--- src/rtl/load_store_unit_if.sv ---
// Core-side request/response channel and data-RAM bus channel of the load/store unit.
interface load_store_unit_if;
  logic        req_valid;
  logic        req_ready;
  logic        req_we;
  logic [2:0]  req_funct3;
  logic [31:0] req_addr;
  logic [31:0] req_wdata;
  logic        rsp_valid;
  logic        rsp_err;
  logic [31:0] rsp_rdata;

  modport master (output req_valid, req_we, req_funct3, req_addr, req_wdata,
                  input  req_ready, rsp_valid, rsp_err, rsp_rdata);
  modport slave  (input  req_valid, req_we, req_funct3, req_addr, req_wdata,
                  output req_ready, rsp_valid, rsp_err, rsp_rdata);
endinterface

interface dmem_if;
  logic        mem_r;
  logic [3:0]  mem_w;
  logic [31:0] mem_addr;
  logic [31:0] mem_wdata;
  logic [31:0] mem_rdata;

  modport master (output mem_r, mem_w, mem_addr, mem_wdata, input  mem_rdata);
  modport slave  (input  mem_r, mem_w, mem_addr, mem_wdata, output mem_rdata);
endinterface

--- src/rtl/load_store_unit.sv ---
// Data-memory bus initiator: one load/store at a time, splits word-crossing accesses in two.
//
// state | meaning
// IDLE  | ready for a core request
// ACC0  | bus access to the first word (base)
// ACC1  | bus access to the second word (base+4) of a split access
// DONE  | response pulse with extended load data
// ERR   | response pulse flagging an illegal width code
module load_store_unit (
  input  logic            clk,
  input  logic            rst,
  load_store_unit_if.slave core,
  dmem_if.master          mem
);

  typedef enum logic [2:0] {S_IDLE, S_ACC0, S_ACC1, S_DONE, S_ERR} state_t;

  state_t      state, nxt;
  logic        we_q;
  logic [2:0]  f3_q;
  logic [1:0]  off_q;
  logic [31:0] base_q;
  logic [31:0] wdata_q;
  logic [31:0] lo_q, hi_q;

  logic        accept, illegal_in, split;
  logic [3:0]  mask4;
  logic [7:0]  mask8;
  logic [63:0] d64;
  logic [31:0] r32, ld_ext;

  logic        req_ready_c, rsp_valid_c, rsp_err_c, mem_r_c;
  logic [31:0] rsp_rdata_c, mem_addr_c, mem_wdata_c;
  logic [3:0]  mem_w_c;

  assign accept     = (state == S_IDLE) && core.req_valid;
  assign illegal_in = (core.req_funct3 == 3'b011) || (core.req_funct3[2:1] == 2'b11) ||
                      (core.req_we && core.req_funct3[2]);

  always_comb begin
    case (f3_q[1:0])
      2'b00:   mask4 = 4'b0001;
      2'b01:   mask4 = 4'b0011;
      default: mask4 = 4'b1111;
    endcase
  end

  assign mask8 = {4'b0000, mask4} << off_q;
  assign split = |mask8[7:4];
  assign d64   = {32'b0, wdata_q} << {off_q, 3'b000};

  // Window of {hi, lo} starting at the byte offset; upper bytes unused for narrow loads.
  always_comb begin
    case (off_q)
      2'd0:    r32 = lo_q;
      2'd1:    r32 = {hi_q[7:0],  lo_q[31:8]};
      2'd2:    r32 = {hi_q[15:0], lo_q[31:16]};
      default: r32 = {hi_q[23:0], lo_q[31:24]};
    endcase
  end

  always_comb begin
    case (f3_q)
      3'b000:  ld_ext = {{24{r32[7]}},  r32[7:0]};
      3'b001:  ld_ext = {{16{r32[15]}}, r32[15:0]};
      3'b100:  ld_ext = {24'b0, r32[7:0]};
      3'b101:  ld_ext = {16'b0, r32[15:0]};
      default: ld_ext = r32;
    endcase
  end

  always_ff @(posedge clk) begin
    if (rst) state <= S_IDLE;
    else     state <= nxt;
  end

  always_comb begin
    nxt = state;
    case (state)
      S_IDLE:  if (core.req_valid) nxt = illegal_in ? S_ERR : S_ACC0;
      S_ACC0:  nxt = split ? S_ACC1 : S_DONE;
      S_ACC1:  nxt = S_DONE;
      S_DONE:  nxt = S_IDLE;
      S_ERR:   nxt = S_IDLE;
      default: nxt = S_IDLE;
    endcase
  end

  always_ff @(posedge clk) begin
    if (rst) begin
      we_q    <= 1'b0;
      f3_q    <= 3'b000;
      off_q   <= 2'b00;
      base_q  <= 32'b0;
      wdata_q <= 32'b0;
      lo_q    <= 32'b0;
      hi_q    <= 32'b0;
    end else begin
      if (accept) begin
        we_q    <= core.req_we;
        f3_q    <= core.req_funct3;
        off_q   <= core.req_addr[1:0];
        base_q  <= {core.req_addr[31:2], 2'b00};
        wdata_q <= core.req_wdata;
      end
      if (state == S_ACC0) lo_q <= mem.mem_rdata;
      if (state == S_ACC1) hi_q <= mem.mem_rdata;
    end
  end

  // Reset gates every output so an aborted store commits nothing at the falling edge.
  always_comb begin
    req_ready_c = 1'b0;
    rsp_valid_c = 1'b0;
    rsp_err_c   = 1'b0;
    rsp_rdata_c = 32'b0;
    mem_r_c     = 1'b0;
    mem_w_c     = 4'b0;
    mem_addr_c  = 32'b0;
    mem_wdata_c = 32'b0;
    case (state)
      S_IDLE: req_ready_c = 1'b1;
      S_ACC0: begin
        mem_addr_c = base_q;
        if (we_q) begin
          mem_w_c     = mask8[3:0];
          mem_wdata_c = d64[31:0];
        end else begin
          mem_r_c = 1'b1;
        end
      end
      S_ACC1: begin
        mem_addr_c = base_q + 32'd4;
        if (we_q) begin
          mem_w_c     = mask8[7:4];
          mem_wdata_c = d64[63:32];
        end else begin
          mem_r_c = 1'b1;
        end
      end
      S_DONE: begin
        rsp_valid_c = 1'b1;
        rsp_rdata_c = we_q ? 32'b0 : ld_ext;
      end
      S_ERR: begin
        rsp_valid_c = 1'b1;
        rsp_err_c   = 1'b1;
      end
      default: ;
    endcase
    if (rst) begin
      req_ready_c = 1'b0;
      rsp_valid_c = 1'b0;
      rsp_err_c   = 1'b0;
      rsp_rdata_c = 32'b0;
      mem_r_c     = 1'b0;
      mem_w_c     = 4'b0;
      mem_addr_c  = 32'b0;
      mem_wdata_c = 32'b0;
    end
  end

  assign core.req_ready = req_ready_c;
  assign core.rsp_valid = rsp_valid_c;
  assign core.rsp_err   = rsp_err_c;
  assign core.rsp_rdata = rsp_rdata_c;
  assign mem.mem_r      = mem_r_c;
  assign mem.mem_w      = mem_w_c;
  assign mem.mem_addr   = mem_addr_c;
  assign mem.mem_wdata  = mem_wdata_c;

endmodule
--- src/flat_wrapper.sv ---
// flat-port wrapper written by rule: the top's interface ports become plain ports
module load_store_unit_flat 
  (clk, rst, core_req_valid, core_req_we, core_req_funct3, core_req_addr, core_req_wdata, core_req_ready, core_rsp_valid, core_rsp_err, core_rsp_rdata, mem_mem_r, mem_mem_w, mem_mem_addr, mem_mem_wdata, mem_mem_rdata);
  load_store_unit_if core_i ();
  dmem_if mem_i ();
  input  logic clk;
  input  logic rst;
  input wire logic [$bits(core_i.req_valid)-1:0] core_req_valid;
  input wire logic [$bits(core_i.req_we)-1:0] core_req_we;
  input wire logic [$bits(core_i.req_funct3)-1:0] core_req_funct3;
  input wire logic [$bits(core_i.req_addr)-1:0] core_req_addr;
  input wire logic [$bits(core_i.req_wdata)-1:0] core_req_wdata;
  output wire logic [$bits(core_i.req_ready)-1:0] core_req_ready;
  output wire logic [$bits(core_i.rsp_valid)-1:0] core_rsp_valid;
  output wire logic [$bits(core_i.rsp_err)-1:0] core_rsp_err;
  output wire logic [$bits(core_i.rsp_rdata)-1:0] core_rsp_rdata;
  output wire logic [$bits(mem_i.mem_r)-1:0] mem_mem_r;
  output wire logic [$bits(mem_i.mem_w)-1:0] mem_mem_w;
  output wire logic [$bits(mem_i.mem_addr)-1:0] mem_mem_addr;
  output wire logic [$bits(mem_i.mem_wdata)-1:0] mem_mem_wdata;
  input wire logic [$bits(mem_i.mem_rdata)-1:0] mem_mem_rdata;
  assign core_i.req_valid = core_req_valid;
  assign core_i.req_we = core_req_we;
  assign core_i.req_funct3 = core_req_funct3;
  assign core_i.req_addr = core_req_addr;
  assign core_i.req_wdata = core_req_wdata;
  assign core_req_ready = core_i.req_ready;
  assign core_rsp_valid = core_i.rsp_valid;
  assign core_rsp_err = core_i.rsp_err;
  assign core_rsp_rdata = core_i.rsp_rdata;
  assign mem_mem_r = mem_i.mem_r;
  assign mem_mem_w = mem_i.mem_w;
  assign mem_mem_addr = mem_i.mem_addr;
  assign mem_mem_wdata = mem_i.mem_wdata;
  assign mem_i.mem_rdata = mem_mem_rdata;
  load_store_unit u_core (.clk(clk), .rst(rst), .core(core_i), .mem(mem_i));
endmodule
--- config.mk ---
export PLATFORM = sky130hd
export DESIGN_NAME = load_store_unit_flat
export DESIGN_NICKNAME = d
export VERILOG_FILES = /design/src/rtl/load_store_unit_if.sv /design/src/rtl/load_store_unit.sv /design/src/flat_wrapper.sv
export SDC_FILE = /design/constraint.sdc
export NUM_CORES = 1
export LEC_CHECK = 0
export ABC_AREA = 0
export BUFFER_PORTS_ARGS = -buffer_cell sky130_fd_sc_hd__buf_2
export CORE_MARGIN = 2
export CORE_UTILIZATION = 35
export DETAILED_ROUTE_END_ITERATION = 7
export PLACE_DENSITY = 0.66
export SKIP_LAST_GASP = 1
export SYNTH_ARGS = -nofsm -noshare
export SYNTH_HDL_FRONTEND = slang
export SYNTH_SLANG_ARGS = --single-unit
--- constraint.sdc ---
create_clock -name clk -period 3.62 [get_ports clk]
set_input_delay 0.362 -clock clk [delete_from_list [all_inputs] [get_ports clk]]
set_output_delay 0.362 -clock clk [all_outputs]
set_load 0.03 [all_outputs]
==> results of run 1 <==
==> cell usage after synthesis, drive strengths merged (10+ instances only) <==
cell type | n | share of area, %
o21ai | 51 | 3.9
nand3 | 10 | 0.67
inv | 19 | 0.96
nand4 | 11 | 0.92
nor2b | 10 | 0.84
mux2 | 19 | 2.9
dfxtp | 127 | 34
a31oi | 16 | 1.3
a21oi | 156 | 10
clkbuf | 53 | 2.7
nand2 | 280 | 14
nor2 | 68 | 3.6
mux4 | 30 | 9.1
nor4 | 12 | 1.2
buf | 35 | 2.5
==> metrics by stage <==
step | setup WS, ns | std cells
3_3_place_gp | 0.8409 | 1409
3_5_place_dp | 0.7386 | 1409
2_1_floorplan | 0.9044 | 999
5_1_grt | 0.08323 | 1440
6_report | 0.3184 | 1443
4_1_cts | 0.2923 | 1440
==> layout make-up <==
type                       instances  area [um2]
sequential                       127        2547
clock inverter                     9       110.1
timing repair buffer             223        1166
clock buffer                      22       474.2
inverter                          21       78.83
antenna                            3       7.507
multi-input combinational        763        4473
fill                            2180       11750
tap                              275       344.1
==> worst max-delay path, stage by stage, from the launching register on <==
cell,delay [ns]
dfxtp_1,0.51
nand2b_1,0.11
or2_1,0.24
nor2_2,0.60
nand2_1,0.46
a211oi_1,0.35
buf_2,0.26
==> state kept, by name, summed over array words and instances, names as in the netlist <==
name	flops
u_core.hi_q	24
u_core.we_q	1
u_core.f3_q	3
u_core.wdata_q	32
u_core.off_q	2
u_core.base_q	30
u_core.lo_q	32
u_core.state	3
==> worst max path at each step <==
stage	from	end	slack (ns)	depth (start not counted)
floorplan	u_core.base_q[11]$_SDFFE_PP0P_	mem_mem_addr[25]	0.90	6
CTS	u_core.state[0]$_SDFFE_PP0P_	core_rsp_rdata[20]	0.29	6
detailed placement	u_core.state[0]$_SDFFE_PP0P_	core_rsp_rdata[27]	0.74	6
global placement	rst	core_rsp_rdata[16]	0.84	6
global route	u_core.state[0]$_SDFFE_PP0P_	core_rsp_rdata[20]	0.08	6
finish	u_core.state[0]$_SDFFE_PP0P_	mem_mem_wdata[24]	0.32	6
==> cell families (layout without fill, tap and decap cells) <==
group | Yosys count | in the layout | share of synthesized area, %
simple gates | 427 | 427 | 24.74
fa+ha+maj | 1 | 1 | 0.1676
buf+inv | 109 | 275 | 6.236
flops | 127 | 127 | 34.07
other cells | 1 | 5 | 0.05025
compound gates | 273 | 273 | 21.38
xor+xnor | 2 | 2 | 0.2347
mux | 58 | 58 | 13.13
==> metal layers <==
metal | up-vias | global-route usage (%) | wire length [um]
met5 | - | 0 | 41
met4 | 6 | 5.943 | 374
met3 | 31 | 5.366 | 1858
met2 | 301 | 34.11 | 11310
met1 | 3644 | 29.38 | 10910
li1 | 3821 | - | -
==> power by group <==
part           total, uW  leakage, uW  switching, uW  internal, uW
Clock               1700     0.000278            634          1060
Combinational        857      0.00220            537           320
Sequential          1700      0.00104            170          1530
Total               4260      0.00352           1340          2920
==> results.py, run 1 <==
metrics = {
    "clock_tree": {
        "clkTransAtPathRegs_ns": 0.06,
        "htree_levels": 4,
        "ctsLongestPathBuffers": 2,
        "post_cts_buffers": 0,
        "clk_latency_ns": 0.41,
        "root_buffer": "clkbuf_16",
        "cts.repair.resized": 0,
        "cts_tree": "yes",
        "cts_buffers": 17,
        "cts_sinks": 127,
        "hold_buffers": 0,
    },
    "finish": {
        "syn_to_final_growth_pct": 23.29,
        "fin_nets": 1257,
        "final_cell_mix": "nand2_1, buf_2, a21oi_1",
        "post-route-util_pct": 43.91,
        "final_common_cell": "nand2_1",
        "design_area_mm2": 0.009201,
        "drive_gt1_share_pct": 28.07,
    },
    "global_route": {
        "grt_overflow": 0,
        "grt_pass1_wl_mm": 38.05,
        "grt_pass1_vias": 7024,
        "antenna_found_initial": 6,
        "grt_max_degree": 90,
        "grt.total_usage_pct": 21.60,
    },
    "sta": {
        "setup_viol": 0,
        "fin_crit_sh_pct": 91.20,
        "whs_ns": 0.1797,
        "maxSlewHeadroom_pct": 35.35,
        "finalMaxSlewViolations": 0,
        "worstMarginPinSlew_ns": 0.9698,
        "rsz0062_at_grt": "false",
        "finClkSkew_ns": 0.006214,
        "hold_viol_final": 0,
        "max_freq_ghz": 0.3029,
        "min_period_ns": 3.302,
        "setup_tns_ns": 0,
    },
    "min_path": {
        "hp-class": "input pin to register",
        "hold_start": "core_req_wdata[29]",
        "hold_path_depth": 3,
        "hold_path_end": "u_core.wdata_q[29]$_SDFFE_PP0P_",
    },
    "worst_setup_path": {
        "critPathMaxFanout": 18,
        "r2r_slack_ns": 1.53,
        "r2r_cells": 4,
        "required_ns": 3.26,
        "r2r_start": "u_core.state[2]$_SDFFE_PP0P_",
        "cp-end-kind": "primary output",
        "worstReg2RegEnd": "u_core.wdata_q[24]$_SDFFE_PP0P_",
        "critPathKind": "register to primary output",
        "start_kind": "register",
        "arrival_ns": 2.94,
    },
    "detailed_routing": {
        "drc": 0,
        "first_pass_iters": 4,
        "via_per_inst": 5.407,
        "drtIter0Drc": 493,
        "wl_per_cell_um": 16.98,
        "ant_nets": 0,
        "routed_wl_mm": 24.50,
        "vias": 7803,
    },
    "synthesis": {
        "synthFlopType": "dfxtp_1",
        "synth_cell_types": 63,
        "syn-cell-area_mm2": 0.007463,
        "synth_edf_count": 0,
        "ys_seq_elements": 127,
        "ys_warn_count": 0,
        "syn_inst": 998,
        "ys_seq_area_share_pct": 34.07,
        "avgSynthCellArea_um2": 7.478,
        "ys_async_sr_fraction_pct": 0,
    },
    "placed_design": {
        "place_area_mm2": 0.008610,
        "io_buffer_count": 204,
        "hpwl_mm": 16.84,
        "place.gp.congestion": 0.8352,
    },
    "floorplanning": {
        "dieArea_mm2": 0.02251,
        "die_height_um": 150.0,
        "die_x_um": 150.0,
        "start_util_pct": 35.62,
        "num_io_pins": 207,
        "rows": 53,
        "core_mm2": 0.02096,
    },
    "pwr": {
        "p_per_area_mw_per_mm2": 462.6,
        "power.leakage_uw": 0.003516,
        "fin_total_pwr_uw": 4256,
        "ir_worst_vdd_uv": 266.5,
    },
    "run": {
        "drv_cap": 0,
    },
    "outcome": {
        "status": "finished clean",
    },
}
No activity file was read; power rests on OpenSTA's default activity.
==> run 2: changes to the inputs <==
--- a/config.mk
+++ b/config.mk
@@ -10,8 +10,8 @@
 export CORE_MARGIN = 2
 export CORE_UTILIZATION = 35
 export DETAILED_ROUTE_END_ITERATION = 7
-export PLACE_DENSITY = 0.66
 export SKIP_LAST_GASP = 1
 export SYNTH_ARGS = -nofsm -noshare
 export SYNTH_HDL_FRONTEND = slang
 export SYNTH_SLANG_ARGS = --single-unit
+export TNS_END_PERCENT = 50
==> run 2 against run 1 <==
Critical path depth unchanged. Clock power increased by 4%. Global-route usage is 0.42 points higher. Flip-flop and latch count did not move. Sequential power is essentially flat. Cell area is 0.33% higher. Critical path type unchanged. Critical endpoint is now core_rsp_rdata[19]. Largest cell class unchanged.
==> results.py, run 2 (synthesis gave the netlist of run 1 again) <==
metrics = {
    "detailed_routing": {
        "drc": 0,
        "vias": 7826,
        "drtIter0Drc": 434,
        "wl_per_cell_um": 17.09,
        "routed_wl_mm": 24.70,
        "via_per_inst": 5.416,
        "first_pass_iters": 5,
        "ant_nets": 0,
    },
    "worst_setup_path": {
        "r2r_start": "u_core.state[2]$_SDFFE_PP0P_",
        "start_kind": "register",
        "crit_chain": "nand2_1 > or4_1 > inv_1 > nand2_1 > o21ai_1 > buf_2",
        "cpMaxStageDelayCell": "or4_1",
        "crit_path_max_incr_delay_ns": 0.78,
        "critPathKind": "register to primary output",
        "required_ns": 3.26,
        "arrival_ns": 2.95,
        "cp-end-kind": "primary output",
        "r2r_cells": 4,
        "critPathMaxFanout": 18,
        "worstReg2RegEnd": "u_core.base_q[4]$_SDFFE_PP0P_",
        "cpMostUsedCell": "nand2_1",
        "r2r_slack_ns": 1.61,
        "worstSetupStartpoint": "u_core.state[0]$_SDFFE_PP0P_",
    },
    "clock_tree": {
        "htree_levels": 4,
        "cts_tree": "yes",
        "hold_buffers": 0,
        "cts_sinks": 127,
        "clkTransAtPathRegs_ns": 0.06,
        "clk_latency_ns": 0.43,
        "cts_buffers": 17,
        "ctsLongestPathBuffers": 2,
        "root_buffer": "clkbuf_16",
        "post_cts_buffers": 0,
        "cts.repair.resized": 0,
    },
    "sta": {
        "maxSlewHeadroom_pct": 31.12,
        "finClkSkew_ns": 0.009063,
        "fin_crit_sh_pct": 91.53,
        "hold_viol_final": 0,
        "max_freq_ghz": 0.3018,
        "finalMaxSlewViolations": 0,
        "rsz0062_at_grt": "false",
        "worstMarginPinSlew_ns": 1.033,
        "setup_viol": 0,
        "setup_tns_ns": 0,
        "min_period_ns": 3.314,
    },
    "run": {
        "drv_cap": 0,
    },
    "finish": {
        "post-route-util_pct": 44.05,
        "syn_to_final_growth_pct": 23.69,
        "fin_nets": 1258,
        "drive_gt1_share_pct": 28.28,
        "largestRegisters": "u_core.lo_q x32, u_core.wdata_q x32, u_core.base_q x30",
        "n_fill_cell": 2199,
        "final_common_cell": "nand2_1",
        "final_cell_mix": "nand2_1, buf_2, a21oi_1",
        "layoutNonFillerInstCount": 1445,
        "design_area_mm2": 0.009231,
    },
    "global_route": {
        "met1_usage_pct": 29.75,
        "grt_pass1_wl_mm": 38.61,
        "grt_overflow": 0,
        "grtUsageMet3_pct": 5.061,
        "grtUsageMet2_pct": 34.79,
        "grt_pass1_vias": 7122,
        "grt_max_degree": 95,
        "grt_busiest_layer": "met2",
        "antenna_found_initial": 5,
        "grt.total_usage_pct": 22.02,
    },
    "min_path": {
        "hold_path_depth": 3,
        "hp-class": "input pin to register",
        "hold_path_end": "u_core.base_q[19]$_SDFFE_PP0P_",
        "hold_start": "core_req_addr[19]",
    },
    "placed_design": {
        "io_buffer_count": 204,
        "place.gp.congestion": 0.8070,
        "place_area_mm2": 0.008617,
        "hpwl_mm": 16.99,
        "dp_cells": 1410,
    },
    "floorplanning": {
        "core_mm2": 0.02096,
        "dieArea_mm2": 0.02251,
        "die_x_um": 150.0,
        "rows": 53,
        "die_height_um": 150.0,
        "num_io_pins": 207,
        "start_util_pct": 35.62,
    },
    "outcome": {
        "status": "finished clean",
    },
    "pwr": {
        "ir_worst_vdd_uv": 315.4,
        "p_per_area_mw_per_mm2": 468.7,
        "power.leakage_uw": 0.003535,
    },
}
==> run 2: changes by cell type in the layout (fill, tap and decap cells not counted) <==
cell	previous run	this run
clkinv_2	2	3
clkbuf_8	3	1
clkinvlp_4	3	2
bufinv_16	2	3
inv_6	0	1
clkbuf_1	2	1
clkinv_4	2	4
buf_4	20	21
==> run 2: layout make-up <==
type	instances	area [um2]	share of cell area, %
Sequential cell	127	2547	27.60
Multi-Input combinational cell	763	4473	48.45
Tap cell	275	344.1	3.727
Clock inverter	13	163.9	1.776
Antenna cell	3	7.507	0.08132
Clock buffer	19	442.9	4.798
Timing Repair Buffer	224	1174	12.71
Inverter	21	78.83	0.8539
==> run 2: worst max-delay path, delay by kind of cell (launching register included) <==
| kind | cells | cell delay, ns |
|---|---|---|
| flip-flops | 1 | 0.49 |
| buffers and inverters | 2 | 0.37 |
| AND/OR/NAND/NOR | 3 | 1.37 |
| AO/OA/AOI/OAI | 1 | 0.30 |
==> run 2: where the power goes <==
part	internal [uW]	switching [uW]
combinational	323	529
sequential	1530	170
clock	1100	671
==> run 2: how the worst max path moves through the flow <==
stage | to | slack, ns
6_report | core_rsp_rdata[19] | 0.31
5_1_grt | core_rsp_rdata[31] | 0.02
4_1_cts | core_rsp_rdata[19] | 0.27
3_5_place_dp | core_rsp_rdata[19] | 0.72
3_3_place_gp | core_rsp_rdata[24] | 0.82
2_1_floorplan | mem_mem_addr[25] | 0.90
==> run 2: layer usage <==
| metal | wire length [um] | vias to the layer above |
|---|---|---|
| met5 | 27 | - |
| li1 | - | 3822 |
| met2 | 11570 | 269 |
| met4 | 421 | 4 |
| met3 | 1771 | 34 |
| met1 | 10900 | 3697 |
==> run 2: stage by stage <==
stage / hold slack [ns] / worst slack [ns] / power (uW)
6_report: 0.1677 / 0.3065 / 4327
3_5_place_dp: 0.4486 / 0.7241 / 2586
5_1_grt: 0.1687 / 0.01839 / 4544
3_3_place_gp: 0.4418 / 0.8189 / 2570
4_1_cts: 0.1601 / 0.2719 / 4363
2_1_floorplan: 0.4322 / 0.9044 / 2306
==> run 3: changes to the inputs <==
--- a/config.mk
+++ b/config.mk
@@ -10,6 +10,7 @@
 export CORE_MARGIN = 2
 export CORE_UTILIZATION = 35
 export DETAILED_ROUTE_END_ITERATION = 7
+export GPL_TIMING_DRIVEN = 0
 export SKIP_LAST_GASP = 1
 export SYNTH_ARGS = -nofsm -noshare
 export SYNTH_HDL_FRONTEND = slang
==> run 3 against run 2 <==
Via count increased by 5.7%. Worst hold slack about the same. Sequential power about the same. Global-route usage increased by 3.1 points. Total power increased by 1.1%. Cell count increased by 4.6%. Utilization increased by 0.95 points. Cell area increased by 2.2%. Critical endpoint is now mem_mem_w[3]. Largest cell class unchanged. Largest power group unchanged.
==> results.py, run 3 (synthesis gave the netlist of run 1 again) <==
metrics = {
    "sta": {
        "rsz0062_at_grt": "false",
        "max_freq_ghz": 0.2954,
        "worstMarginPinSlew_ns": 1.066,
        "finClkSkew_ns": 0.005711,
        "finalMaxSlewViolations": 0,
        "fin_crit_sh_pct": 93.51,
        "maxSlewHeadroom_pct": 28.35,
        "setup_viol": 0,
        "min_period_ns": 3.385,
        "hold_viol_final": 0,
        "setup_tns_ns": 0,
    },
    "worst_setup_path": {
        "critPathKind": "register to primary output",
        "required_ns": 3.26,
        "r2r_start": "u_core.state[2]$_SDFFE_PP0P_",
        "arrival_ns": 3.02,
        "cp-end-kind": "primary output",
        "critPathMaxFanout": 10,
        "worstSetupStartpoint": "u_core.off_q[1]$_SDFFE_PP0P_",
        "start_kind": "register",
    },
    "pwr": {
        "ir_worst_vdd_uv": 302.9,
        "fin_total_pwr_uw": 4376,
        "power.leakage_uw": 0.003617,
        "p_per_area_mw_per_mm2": 464.1,
    },
    "clock_tree": {
        "ctsLongestPathBuffers": 2,
        "clkTransAtPathRegs_ns": 0.06,
        "clk_latency_ns": 0.43,
        "cts_tree": "yes",
        "cts_buffers": 17,
        "cts_sinks": 127,
        "hold_buffers": 0,
        "cts.repair.resized": 0,
        "post_cts_buffers": 0,
        "root_buffer": "clkbuf_16",
        "htree_levels": 4,
    },
    "placed_design": {
        "place.gp.congestion": 0.8536,
        "io_buffer_count": 204,
        "hpwl_mm": 20.84,
    },
    "finish": {
        "largestRegisters": "u_core.lo_q x32, u_core.wdata_q x32, u_core.base_q x30",
        "syn_to_final_growth_pct": 26.35,
        "drive_gt1_share_pct": 26.88,
        "seqCellArea_mm2": 0.002542,
        "n_fill_cell": 2208,
        "post-route-util_pct": 45.00,
        "fin_nets": 1326,
        "multi_input_area_mm2": 0.004466,
        "final_cell_mix": "nand2_1, buf_2, a21oi_1",
        "final_common_cell": "nand2_1",
    },
    "detailed_routing": {
        "vias": 8270,
        "drc": 0,
        "first_pass_iters": 5,
        "ant_nets": 0,
        "routed_wl_mm": 28.81,
        "wl_per_cell_um": 19.05,
        "via_per_inst": 5.470,
        "drtIter0Drc": 863,
    },
    "global_route": {
        "grt_pass1_wl_mm": 42.55,
        "antenna_found_initial": 3,
        "grt.total_usage_pct": 25.10,
        "grt_max_degree": 17,
        "grt_pass1_vias": 7611,
        "grt_overflow": 0,
    },
    "min_path": {
        "hp-class": "input pin to register",
        "hold_start": "core_req_addr[14]",
    },
    "floorplanning": {
        "num_io_pins": 207,
        "die_height_um": 150.0,
        "rows": 53,
        "die_x_um": 150.0,
        "start_util_pct": 35.62,
        "core_mm2": 0.02096,
        "dieArea_mm2": 0.02251,
    },
    "outcome": {
        "status": "finished clean",
    },
    "run": {
        "drv_cap": 0,
    },
}
==> run 3: per-layer routing <==
metal  part of all wire (%)  vias to the layer above  global-route usage, %
met2                     46                      382                  39.25
met4                    2.7                        4                  9.528
li1                       -                     3951                      -
met5                  0.094                        -                      0
met3                    9.0                       54                  5.366
met1                     43                     3879                  33.96
==> run 3: metrics by stage <==
stage	std cells	instance area (um2)	hold slack [ns]	setup slack, ns
2_1_floorplan	999	7467	0.4322	0.9044
5_1_grt	1510	9425	0.1720	0.08767
3_5_place_dp	1478	8838	0.4458	0.8019
3_3_place_gp	1478	8832	0.4398	0.6199
6_report	1512	9430	0.1676	0.2350
4_1_cts	1510	9425	0.1573	0.3363
==> run 3: final cells by class <==
type,count,area share (%)
plain buffers,88,4.100
multi-input cells,763,47.35
repair buffers,204,10.83
clock buffers,23,5.068
clock inverters,9,1.154
flip-flops and latches,127,26.96
well taps,275,3.649
inverters,21,0.8359
diodes,2,0.05307
==> run 3: worst paths after layout <==
kind,endpoint,slack [ns],cells after the start
hold reg to reg,u_core.hi_q[18]$_SDFFE_PP0P_,0.46,2
setup reg to reg,u_core.wdata_q[7]$_SDFFE_PP0P_,1.12,6
hold / removal,u_core.base_q[14]$_SDFFE_PP0P_,0.17,3
setup / recovery,mem_mem_w[3],0.24,7
==> run 3: power by group <==
part	internal, uW	switching [uW]	total (uW)
clock network	1070	662	1730
logic	343	639	982
registers	1530	136	1670
total	2940	1440	4380
==> run 3: critical path, stage by stage, from the launching register on <==
cell	delay, ns
dfxtp_1	0.30
buf_2	0.16
clkbuf_1	0.61
clkbuf_1	0.50
clkbuf_1	0.52
nor2_1	0.10
nor2_1	0.17
buf_2	0.23
